==> src/rtl/instr_fetch_stage_if.sv <==
// Fetch-stage bus: instruction memory read port, decode/execute control, IF/ID outputs.
interface instr_fetch_stage_if #(
  parameter int ADDR_W  = 8,
  parameter int INSTR_W = 16
);
  logic [ADDR_W-1:0]  imem_addr;
  logic [INSTR_W-1:0] imem_rdata;
  logic               stall;
  logic               redirect;
  logic [ADDR_W-1:0]  redirect_pc;
  logic [INSTR_W-1:0] ifid_instr;
  logic [ADDR_W-1:0]  ifid_pc;
  logic               ifid_valid;
  logic               halted;
  logic [15:0]        fetch_count;

  modport master (
    output imem_addr, ifid_instr, ifid_pc, ifid_valid, halted, fetch_count,
    input  imem_rdata, stall, redirect, redirect_pc
  );

  modport slave (
    input  imem_addr, ifid_instr, ifid_pc, ifid_valid, halted, fetch_count,
    output imem_rdata, stall, redirect, redirect_pc
  );
endinterface

==> src/rtl/instr_fetch_stage.sv <==
// Pipeline stage 1: owns the PC, reads instruction memory and loads the IF/ID register.
module instr_fetch_stage #(
  parameter int                 ADDR_W    = 8,
  parameter int                 INSTR_W   = 16,
  parameter logic [ADDR_W-1:0]  RESET_PC  = '0,
  parameter logic [3:0]         HALT_OPC  = 4'hF,
  parameter logic [INSTR_W-1:0] NOP_INSTR = '0
) (
  input logic                  clk,
  input logic                  reset,
  instr_fetch_stage_if.master  bus
);

  typedef enum logic {RUN, HALTED} state_t;

  state_t             state_q;
  logic [ADDR_W-1:0]  pc_q;
  logic [INSTR_W-1:0] instr_q;
  logic [ADDR_W-1:0]  ifid_pc_q;
  logic               valid_q;
  logic               halted_q;
  logic [15:0]        fetch_cnt_q, fetch_cnt_d;
  logic               is_halt;

  assign fetch_cnt_d = (&fetch_cnt_q) ? fetch_cnt_q : fetch_cnt_q + 16'd1;
  assign is_halt     = (bus.imem_rdata[INSTR_W-1 -: 4] == HALT_OPC);

  always_ff @(posedge clk or posedge reset) begin
    if (reset) begin
      state_q     <= RUN;
      pc_q        <= RESET_PC;
      instr_q     <= NOP_INSTR;
      ifid_pc_q   <= '0;
      valid_q     <= 1'b0;
      halted_q    <= 1'b0;
      fetch_cnt_q <= '0;
    end else begin
      unique case (state_q)
        RUN: begin
          if (bus.redirect) begin
            pc_q      <= bus.redirect_pc;
            instr_q   <= NOP_INSTR;
            ifid_pc_q <= '0;
            valid_q   <= 1'b0;
          end else if (!bus.stall) begin
            instr_q     <= bus.imem_rdata;
            ifid_pc_q   <= pc_q;
            valid_q     <= 1'b1;
            fetch_cnt_q <= fetch_cnt_d;
            // PC parks on the HALT address so imem_addr reports where fetch stopped
            if (is_halt) begin
              state_q  <= HALTED;
              halted_q <= 1'b1;
            end else begin
              pc_q <= pc_q + ADDR_W'(1);
            end
          end
        end
        HALTED: begin
          if (bus.redirect) begin
            // HALT fetched in a branch shadow is cancelled by the redirect
            pc_q      <= bus.redirect_pc;
            instr_q   <= NOP_INSTR;
            ifid_pc_q <= '0;
            valid_q   <= 1'b0;
            state_q   <= RUN;
            halted_q  <= 1'b0;
          end else if (!bus.stall) begin
            instr_q   <= NOP_INSTR;
            ifid_pc_q <= '0;
            valid_q   <= 1'b0;
          end
        end
        default: begin
          state_q  <= RUN;
          halted_q <= 1'b0;
        end
      endcase
    end
  end

  assign bus.imem_addr   = pc_q;
  assign bus.ifid_instr  = instr_q;
  assign bus.ifid_pc     = ifid_pc_q;
  assign bus.ifid_valid  = valid_q;
  assign bus.halted      = halted_q;
  assign bus.fetch_count = fetch_cnt_q;

endmodule
==> src/flat_wrapper.sv <==
// flat-port wrapper written by rule: the top's interface ports become plain ports
module instr_fetch_stage_flat 
#(
  parameter int                 ADDR_W    = 8,
  parameter int                 INSTR_W   = 16,
  parameter logic [ADDR_W-1:0]  RESET_PC  = '0,
  parameter logic [3:0]         HALT_OPC  = 4'hF,
  parameter logic [INSTR_W-1:0] NOP_INSTR = '0
)
  (clk, reset, bus_imem_addr, bus_ifid_instr, bus_ifid_pc, bus_ifid_valid, bus_halted, bus_fetch_count, bus_imem_rdata, bus_stall, bus_redirect, bus_redirect_pc);
  instr_fetch_stage_if #(.ADDR_W(ADDR_W), .INSTR_W(INSTR_W)) bus_i ();
  input logic clk;
  input logic reset;
  output wire logic [$bits(bus_i.imem_addr)-1:0] bus_imem_addr;
  output wire logic [$bits(bus_i.ifid_instr)-1:0] bus_ifid_instr;
  output wire logic [$bits(bus_i.ifid_pc)-1:0] bus_ifid_pc;
  output wire logic [$bits(bus_i.ifid_valid)-1:0] bus_ifid_valid;
  output wire logic [$bits(bus_i.halted)-1:0] bus_halted;
  output wire logic [$bits(bus_i.fetch_count)-1:0] bus_fetch_count;
  input wire logic [$bits(bus_i.imem_rdata)-1:0] bus_imem_rdata;
  input wire logic [$bits(bus_i.stall)-1:0] bus_stall;
  input wire logic [$bits(bus_i.redirect)-1:0] bus_redirect;
  input wire logic [$bits(bus_i.redirect_pc)-1:0] bus_redirect_pc;
  assign bus_imem_addr = bus_i.imem_addr;
  assign bus_ifid_instr = bus_i.ifid_instr;
  assign bus_ifid_pc = bus_i.ifid_pc;
  assign bus_ifid_valid = bus_i.ifid_valid;
  assign bus_halted = bus_i.halted;
  assign bus_fetch_count = bus_i.fetch_count;
  assign bus_i.imem_rdata = bus_imem_rdata;
  assign bus_i.stall = bus_stall;
  assign bus_i.redirect = bus_redirect;
  assign bus_i.redirect_pc = bus_redirect_pc;
  instr_fetch_stage #(.ADDR_W(ADDR_W), .INSTR_W(INSTR_W), .RESET_PC(RESET_PC), .HALT_OPC(HALT_OPC), .NOP_INSTR(NOP_INSTR)) u_core (.clk(clk), .reset(reset), .bus(bus_i));
endmodule
==> config.mk <==
export PLATFORM = sky130hd
export DESIGN_NAME = instr_fetch_stage_flat
export DESIGN_NICKNAME = d
export VERILOG_FILES = /design/src/rtl/instr_fetch_stage_if.sv /design/src/rtl/instr_fetch_stage.sv /design/src/flat_wrapper.sv
export SDC_FILE = /design/constraint.sdc
export NUM_CORES = 1
export LEC_CHECK = 0
export BUFFER_PORTS_ARGS = -buffer_cell sky130_fd_sc_hd__buf_2
export CAP_MARGIN = 20
export CORE_UTILIZATION = 25
export DETAILED_ROUTE_END_ITERATION = 10
export SETUP_SLACK_MARGIN = 0.2
export SYNTH_ARGS = -nofsm -noshare
export SYNTH_HDL_FRONTEND = slang
export SYNTH_SLANG_ARGS = --single-unit
==> constraint.sdc <==
create_clock -name clk -period 2 [get_ports clk]
set_input_delay 0.5 -clock clk [delete_from_list [all_inputs] [get_ports clk]]
set_output_delay 0.5 -clock clk [all_outputs]
set_load 0.01 [all_outputs]
**After elaboration in Yosys (flattened, before gate mapping)**

Cells that the tools add are included.

- Memories kept: 0
- Logic and storage cells: 56
- Register bits after elaboration: 51
- Bits in latches: 0
- Bits in writable memories: 0
- Input bits: 28
- ROM bits: 0
- Output and inout port bits: 50

- Div/mod/pow operators: 0
- $add $sub $neg: 2
- Multiply operators: 0
- Reductions and logical operators: 5
- Bitwise gates (word level): 4
- Mux-type cells: 30
- Shifts and indexed selects: 0
- $lt $le $gt $ge: 0
- Eq/ne operators: 8

Operators with widths:

| kind | count |
|---|---|
| 16-bit 2-to-1 mux | 4 |
| 8-bit 2-to-1 mux | 8 |
| 16-bit one-hot mux with 2 select lines | 1 |
| 8-bit one-hot mux with 2 select lines | 2 |
| 16-bit by 1-bit adder with 16-bit output, second input constant | 1 |
| 16-bit AND reduction | 1 |
| 1-bit 2-to-1 mux | 12 |
| 3-bit != test, second input constant | 3 |
| 8-bit by 1-bit adder with 8-bit output, second input constant | 1 |
| 4-bit AND reduction | 2 |
| 2-bit != test, second input constant | 3 |
| 1-bit one-hot mux with 2 select lines | 3 |
| 4-bit equality test, second input constant | 1 |
| 1-bit inverter | 4 |
| 3-bit AND reduction | 1 |
| 2-bit by 1-bit != test with 1-bit output, second input constant | 1 |
| 2-bit AND reduction | 1 |

**Depth between registers and ports, before layout**

- Depth after elaboration: 5
- Mapped depth: 6
- Depth with buffers taken out: 5

**Least setup slack after synthesis**

Ideal clock, no wire load.

- Path kind: input -> register
- From: in bus_redirect
- To: reg u_core.fetch_cnt_q[13], in the netlist u_core.bus.fetch_count[13]
- Data required time: 1.872 ns
- Path buffers: 0
- Slack: 0.363 ns
- Stages: 3
- Setup time: 0.128 ns
- Arrival: 1.509 ns
- Cell sequence: or3_1 nor4_2 mux2_1

- Word-level cells in the longest chain between the ends: 2

RTL lines:

| item | line | source |
|---|---|---|
| start: declaration | flat_wrapper.sv:22 | `input wire logic [$bits(bus_i.redirect)-1:0] bus_redirect;` |
| 1-bit inverter (no source line) | n/a |  |
| 4-bit AND reduction (no source line) | n/a |  |
| end signal: assignment | instr_fetch_stage.sv:49 | `fetch_cnt_q <= fetch_cnt_d;` |
| end: declaration | instr_fetch_stage.sv:22 | `logic [15:0] fetch_cnt_q, fetch_cnt_d;` |

Every way passes these cells.
A chain may end at the register's enable or synchronous reset.

**Worst setup path after layout**

- From: reg u_core.fetch_cnt_q[0], in the netlist u_core.bus.fetch_count[0]
- To: reg u_core.fetch_cnt_q[1], in the netlist u_core.bus.fetch_count[1]

- Word-level cells in the longest chain between the ends: 3
- Elaborated cells between the ends (all ways): 4
- Those cells by class: 1 x add/sub; 1 x bitwise; 2 x reduce/logical

RTL lines:

| item |
|---|
| parallel branches: the longest is 3 deep, another holds 16-bit by 1-bit adder with 16-bit output |

Several ways; the timed one is not identified.

==> results.md <==
Setup path:
- The worst register-to-register path begins at u_core.bus.fetch_count[0].
- The register-to-register setup slack is 0.30 ns.
- The startpoint class of the critical path is a flop.
- In this run the worst path has a maximum fanout of 5.
- For the worst setup path, the data required time is 2.20 ns.
- The number of cells on the worst reg-to-reg path is 4.
- The critical path class is reg2reg.
- The kind of end point of the critical path is a flop.
- The data arrival time of the critical path is 1.90 ns.
- The capture instance of the worst register-to-register path is u_core.bus.fetch_count[1].

Floorplan:
- The starting density of the core is 0.257.
- Measured along the y axis, the die boundary spans 99.0 µm.
- The die outline width is 99.0 µm.
- The area of the core is 9150 µm².
- The floorplan has 35 rows.
- The total I/O pin count is 78.
- The die covers 9790 µm².

Logic synthesis:
- The synthesized flop and latch total is 51.
- The area share of the largest cell type after synthesis is 0.543.
- The mean instance size in the synthesized netlist is 11.4 µm².
- The post-synthesis instance total is 207.
- Counting every net in the synthesized netlist gives 239.
- The portion of the post-synthesis area used by sequential elements is 0.543.
- The proportion of register bits with asynchronous set or reset after synthesis is 1.00.
- In the post-synthesis netlist, the biggest area contributors are sky130_fd_sc_hd__dfrtp_1 (54%), sky130_fd_sc_hd__a22o_1 (8.9%), sky130_fd_sc_hd__a21oi_1 (2.8%), sky130_fd_sc_hd__ha_1 (2.1%), sky130_fd_sc_hd__nand3_1 (1.9%).
- The cell type contributing the most total cell area after synthesis is sky130_fd_sc_hd__dfrtp_1.
- In the synthesized netlist the dominant register cell turns out to be sky130_fd_sc_hd__dfrtp_1.
- The yosys synthesis warning count is 0.
- The count of distinct cell types in the synthesized netlist is 47.
- Counting flops with a built-in enable in the synthesized netlist gives 0.
- The mapped netlist covers 2350 µm².

Clock network:
- After clock tree synthesis, the clock-pin slew on the worst setup and hold paths is 0.11 ns.
- No sink is reached through more buffers than the 2 on the longest clock path.
- The clock root buffer master is sky130_fd_sc_hd__clkbuf_8.
- The TritonCTS buffer count is 5.
- The number of hold buffers added after CTS was 0.
- The CTS tree is done.
- The clock latency reported for the late side of the worst-skew pair is 0.31 ns.
- The number of levels the H-tree was split into is 2.
- The number of clock sinks is 51.

Timing:
- The post-layout minimum cycle time is 1.70 ns.
- For the final routed database, the setup TNS stands at 0 ns.
- At the pin with the least slew margin, the transition time is 0.473 ns.
- The share of the clock period used by the worst path is 0.851.
- Setup repair after global routing left no endpoint under its margin.
- Across all setup checks in the final design, the least slack found is 0.297 ns.
- Setup violations remaining at the end of the flow were counted as 0.
- The worst clock skew is 0.00898 ns.
- The final number of hold-violating endpoints came to 0.
- For this run, the top clock speed supported by timing is 0.587 GHz.
- The number of max-slew violations in the final report came to 0.
- The worst pin sits at a relative slew slack of 0.684.

Worst hold path:
- The min-delay analysis places its worst path in the category in2async.

Job:
- The tool flagged a number of max-cap violations equal to 0.

Place:
- OpenSTA, run right after detailed placement, puts the worst setup slack at 0.0729 ns.
- The count of input and output buffers is 77.
- Summing all placed instances gives a cell area of 2910 µm².
- The final weighted congestion of routability-driven global placement is 0.888.
- Summed over all nets, the half-perimeter wirelength after detailed placement is 4450 µm.

Routing:
- The final layout contains routed wiring with a total length of 5950 µm.
- The number of DRC markers after the initial detailed-route iteration is 78.
- Using the TritonRoute via totals, the vias-per-cell ratio works out to 4.93.
- The final route contains 1987 vias.
- The detailed-route DRC error count is 0.
- Dividing the detail-routed wire length by the instance count gives 14.8 µm.
- The number of detailed-routing iterations run before antenna repair is 5.
- The post-route antenna net violation count is 0.

Global routing:
- For met2 alone, demand over resource in global routing was 0.201.
- Across every metal layer, demand over resource in global routing totals 0.126.
- The residual overflow from global routing is 0.
- The met1 capacity usage during global routing is 0.166.
- The layer with the highest usage after global routing is met2.
- The first global-routing pass estimated 9690 µm of wire.
- In the global route stage, met3 resource usage came out at 0.0333.
- The number of antenna violations at the first check in global routing is 0.
- Entering global routing, the biggest net connects 32 pins.
- The via count of the first global-routing pass is 1922.

Pwr:
- Dividing total power by cell area gives a power density of 879 nW/µm².
- The share of total power dissipated in the clock network is 0.272.
- The relative contribution of sequential cells to total power is 0.502.
- The portion of total power attributed to combinational logic is 0.226.
- The internal portion of the total power is 1830 µW.
- Summed over all cells, the static leakage comes to 0.00148 µW.
- For this design the total switching power over the nets is 842 µW.
- Of the total power, the share spent switching nets is 0.315.
- The worst-case IR drop observed on VDD is 451 µV.

Final layout:
- The filler cell count in the final layout is 947.
- Summing all flip-flop and latch instances after layout gives 1280 µm².
- Of the cells placed in the final design, the portion with a size suffix greater than 1 is 0.366.
- The layout overhead on the synthesized area is 29.6%.
- The multi-input combinational cells in the finished layout cover a total of 1030 µm².
- The number of nets in the layout is 323.
- The number of antenna diodes in the final layout is 0.
- The finished cells cover 3040 µm².

Run status:
- The flow ran to the end, and the final reports show no timing, DRC or antenna violations.
==> worst max-delay path, cell delays in order (launching register included) <==
cell and delay, ns:
sky130_fd_sc_hd__dfrtp_1 0.44, sky130_fd_sc_hd__ha_2 0.25, sky130_fd_sc_hd__nand4_1 0.19, sky130_fd_sc_hd__o31a_1 0.40, sky130_fd_sc_hd__mux2_1 0.32
==> what timing repair did <==
| action | 4_1_cts | 5_1_grt |
|---|---|---|
| gates resized for setup | 0 | 2 |
| pin swaps | 1 | 0 |
| endpoints found under the hold margin | 0 | 0 |
| buffers inserted | 1 | 0 |
| endpoints found under the setup margin | 4 | 5 |
==> layer usage <==
metal  vias to the layer above  routed length (µm)
li1                        960                   -
met1                       979                2710
met2                        46                2900
met3                         2                 311
met4                         0                  30
met5                         -                   0
==> Yosys cell counts (4+ instances only) <==
master and count:
sky130_fd_sc_hd__dfrtp_1 51, sky130_fd_sc_hd__a22o_1 24, sky130_fd_sc_hd__a21oi_1 13, sky130_fd_sc_hd__nand2_1 12
sky130_fd_sc_hd__nand3_1 9, sky130_fd_sc_hd__nor2_1 9, sky130_fd_sc_hd__nand4_1 6, sky130_fd_sc_hd__nor3_1 6
sky130_fd_sc_hd__inv_1 5, sky130_fd_sc_hd__o21ai_0 5, sky130_fd_sc_hd__and3_1 4, sky130_fd_sc_hd__ha_1 4
sky130_fd_sc_hd__xnor2_1 4, sky130_fd_sc_hd__xor2_1 4
==> per-stage QoR <==
step | power, µW | hold slack, ns | cells | utilization
after floorplan | 1680 | 0.537 | 207 | -
after global placement | 1950 | 0.484 | 394 | 0.318
after detailed placement | 1970 | 0.488 | 394 | 0.318
after CTS | 2720 | 0.205 | 403 | 0.332
after global routing | 2840 | 0.221 | 403 | 0.333
final | 2680 | 0.200 | 403 | 0.333
==> power by group through the flow <==
stage	combinational (µW)	clock, µW	sequential, µW
after floorplan	291	0	1390
after global placement	591	0	1360
after detailed placement	600	0	1370
after CTS	608	763	1350
after global routing	668	798	1370
final	603	728	1340
==> cells in the final DEF, fill, tap and decap left out, types with 2 or more instances in the layout <==
cell | netlist | final
sky130_fd_sc_hd__inv_1 | 5 | 4
sky130_fd_sc_hd__dfrtp_1 | 51 | 50
sky130_fd_sc_hd__buf_4 | 2 | 6
sky130_fd_sc_hd__xnor2_1 | 4 | 4
sky130_fd_sc_hd__nor4_2 | 2 | 2
sky130_fd_sc_hd__mux2_1 | 3 | 3
sky130_fd_sc_hd__xor2_1 | 4 | 4
sky130_fd_sc_hd__nand3_1 | 9 | 9
sky130_fd_sc_hd__a31oi_1 | 3 | 3
sky130_fd_sc_hd__buf_12 | 0 | 2
sky130_fd_sc_hd__nand2_1 | 12 | 12
sky130_fd_sc_hd__buf_2 | 2 | 77
sky130_fd_sc_hd__nand2b_1 | 2 | 2
sky130_fd_sc_hd__o21ai_0 | 5 | 5
sky130_fd_sc_hd__nor2_1 | 9 | 9
sky130_fd_sc_hd__o31ai_1 | 2 | 2
sky130_fd_sc_hd__o22ai_1 | 3 | 3
sky130_fd_sc_hd__nand4_1 | 6 | 6
sky130_fd_sc_hd__o311ai_1 | 2 | 2
sky130_fd_sc_hd__nor3_1 | 6 | 6
sky130_fd_sc_hd__a2bb2oi_1 | 3 | 3
sky130_fd_sc_hd__clkbuf_8 | 0 | 5
sky130_fd_sc_hd__ha_1 | 4 | 3
sky130_fd_sc_hd__a21oi_1 | 13 | 13
sky130_fd_sc_hd__or3_1 | 2 | 2
sky130_fd_sc_hd__and3_1 | 4 | 4
sky130_fd_sc_hd__a22o_1 | 24 | 24
sky130_fd_sc_hd__and4_1 | 2 | 2
==> worst max path at each step <==
| stage | startpoint | end | slack (ns) | depth (start not counted) |
|---|---|---|---|---|
| global route | u_core.bus.fetch_count[0] | u_core.bus.fetch_count[1] | 0.21 | 4 |
| global placement | bus_redirect | u_core.bus.fetch_count[13] | 0.16 | 4 |
| CTS | u_core.state_q | u_core.bus.imem_addr[5] | 0.26 | 5 |
| floorplan | reset | u_core.bus.fetch_count[0] | 0.27 | 1 |
| detailed placement | bus_redirect | u_core.bus.imem_addr[0] | 0.07 | 6 |
| finish | u_core.bus.fetch_count[0] | u_core.bus.fetch_count[1] | 0.30 | 4 |
==> registers in the layout, indices dropped and copies added (netlist names) <==
signal	cells
u_core.bus.ifid_pc	8
u_core.bus.ifid_valid	1
u_core.bus.imem_addr	8
u_core.state_q	1
u_core.bus.ifid_instr	16
u_core.bus.halted	1
u_core.bus.fetch_count	16
==> final cells by class <==
class                   count  share of cell area
clock buffers               5              0.0226
multi-input cells         143               0.337
inverters                   5             0.00617
flip-flops and latches     51               0.420
clock inverters             3              0.0144
well taps                 111              0.0456
repair buffers             85               0.155
==> logic make-up (layout without fill, tap and decap cells) <==
group	after synthesis	in the layout	share of synthesized area
AND/OR/NAND/NOR	62	62	0.149
adder cells (fa/ha/maj)	4	4	0.0213
XOR/XNOR	8	8	0.0298
buffers and inverters	13	98	0.0250
flip-flops	51	51	0.543
multiplexers	5	5	0.0234
AO/OA/AOI/OAI	64	64	0.209
(Power assumes the default switching activity.)
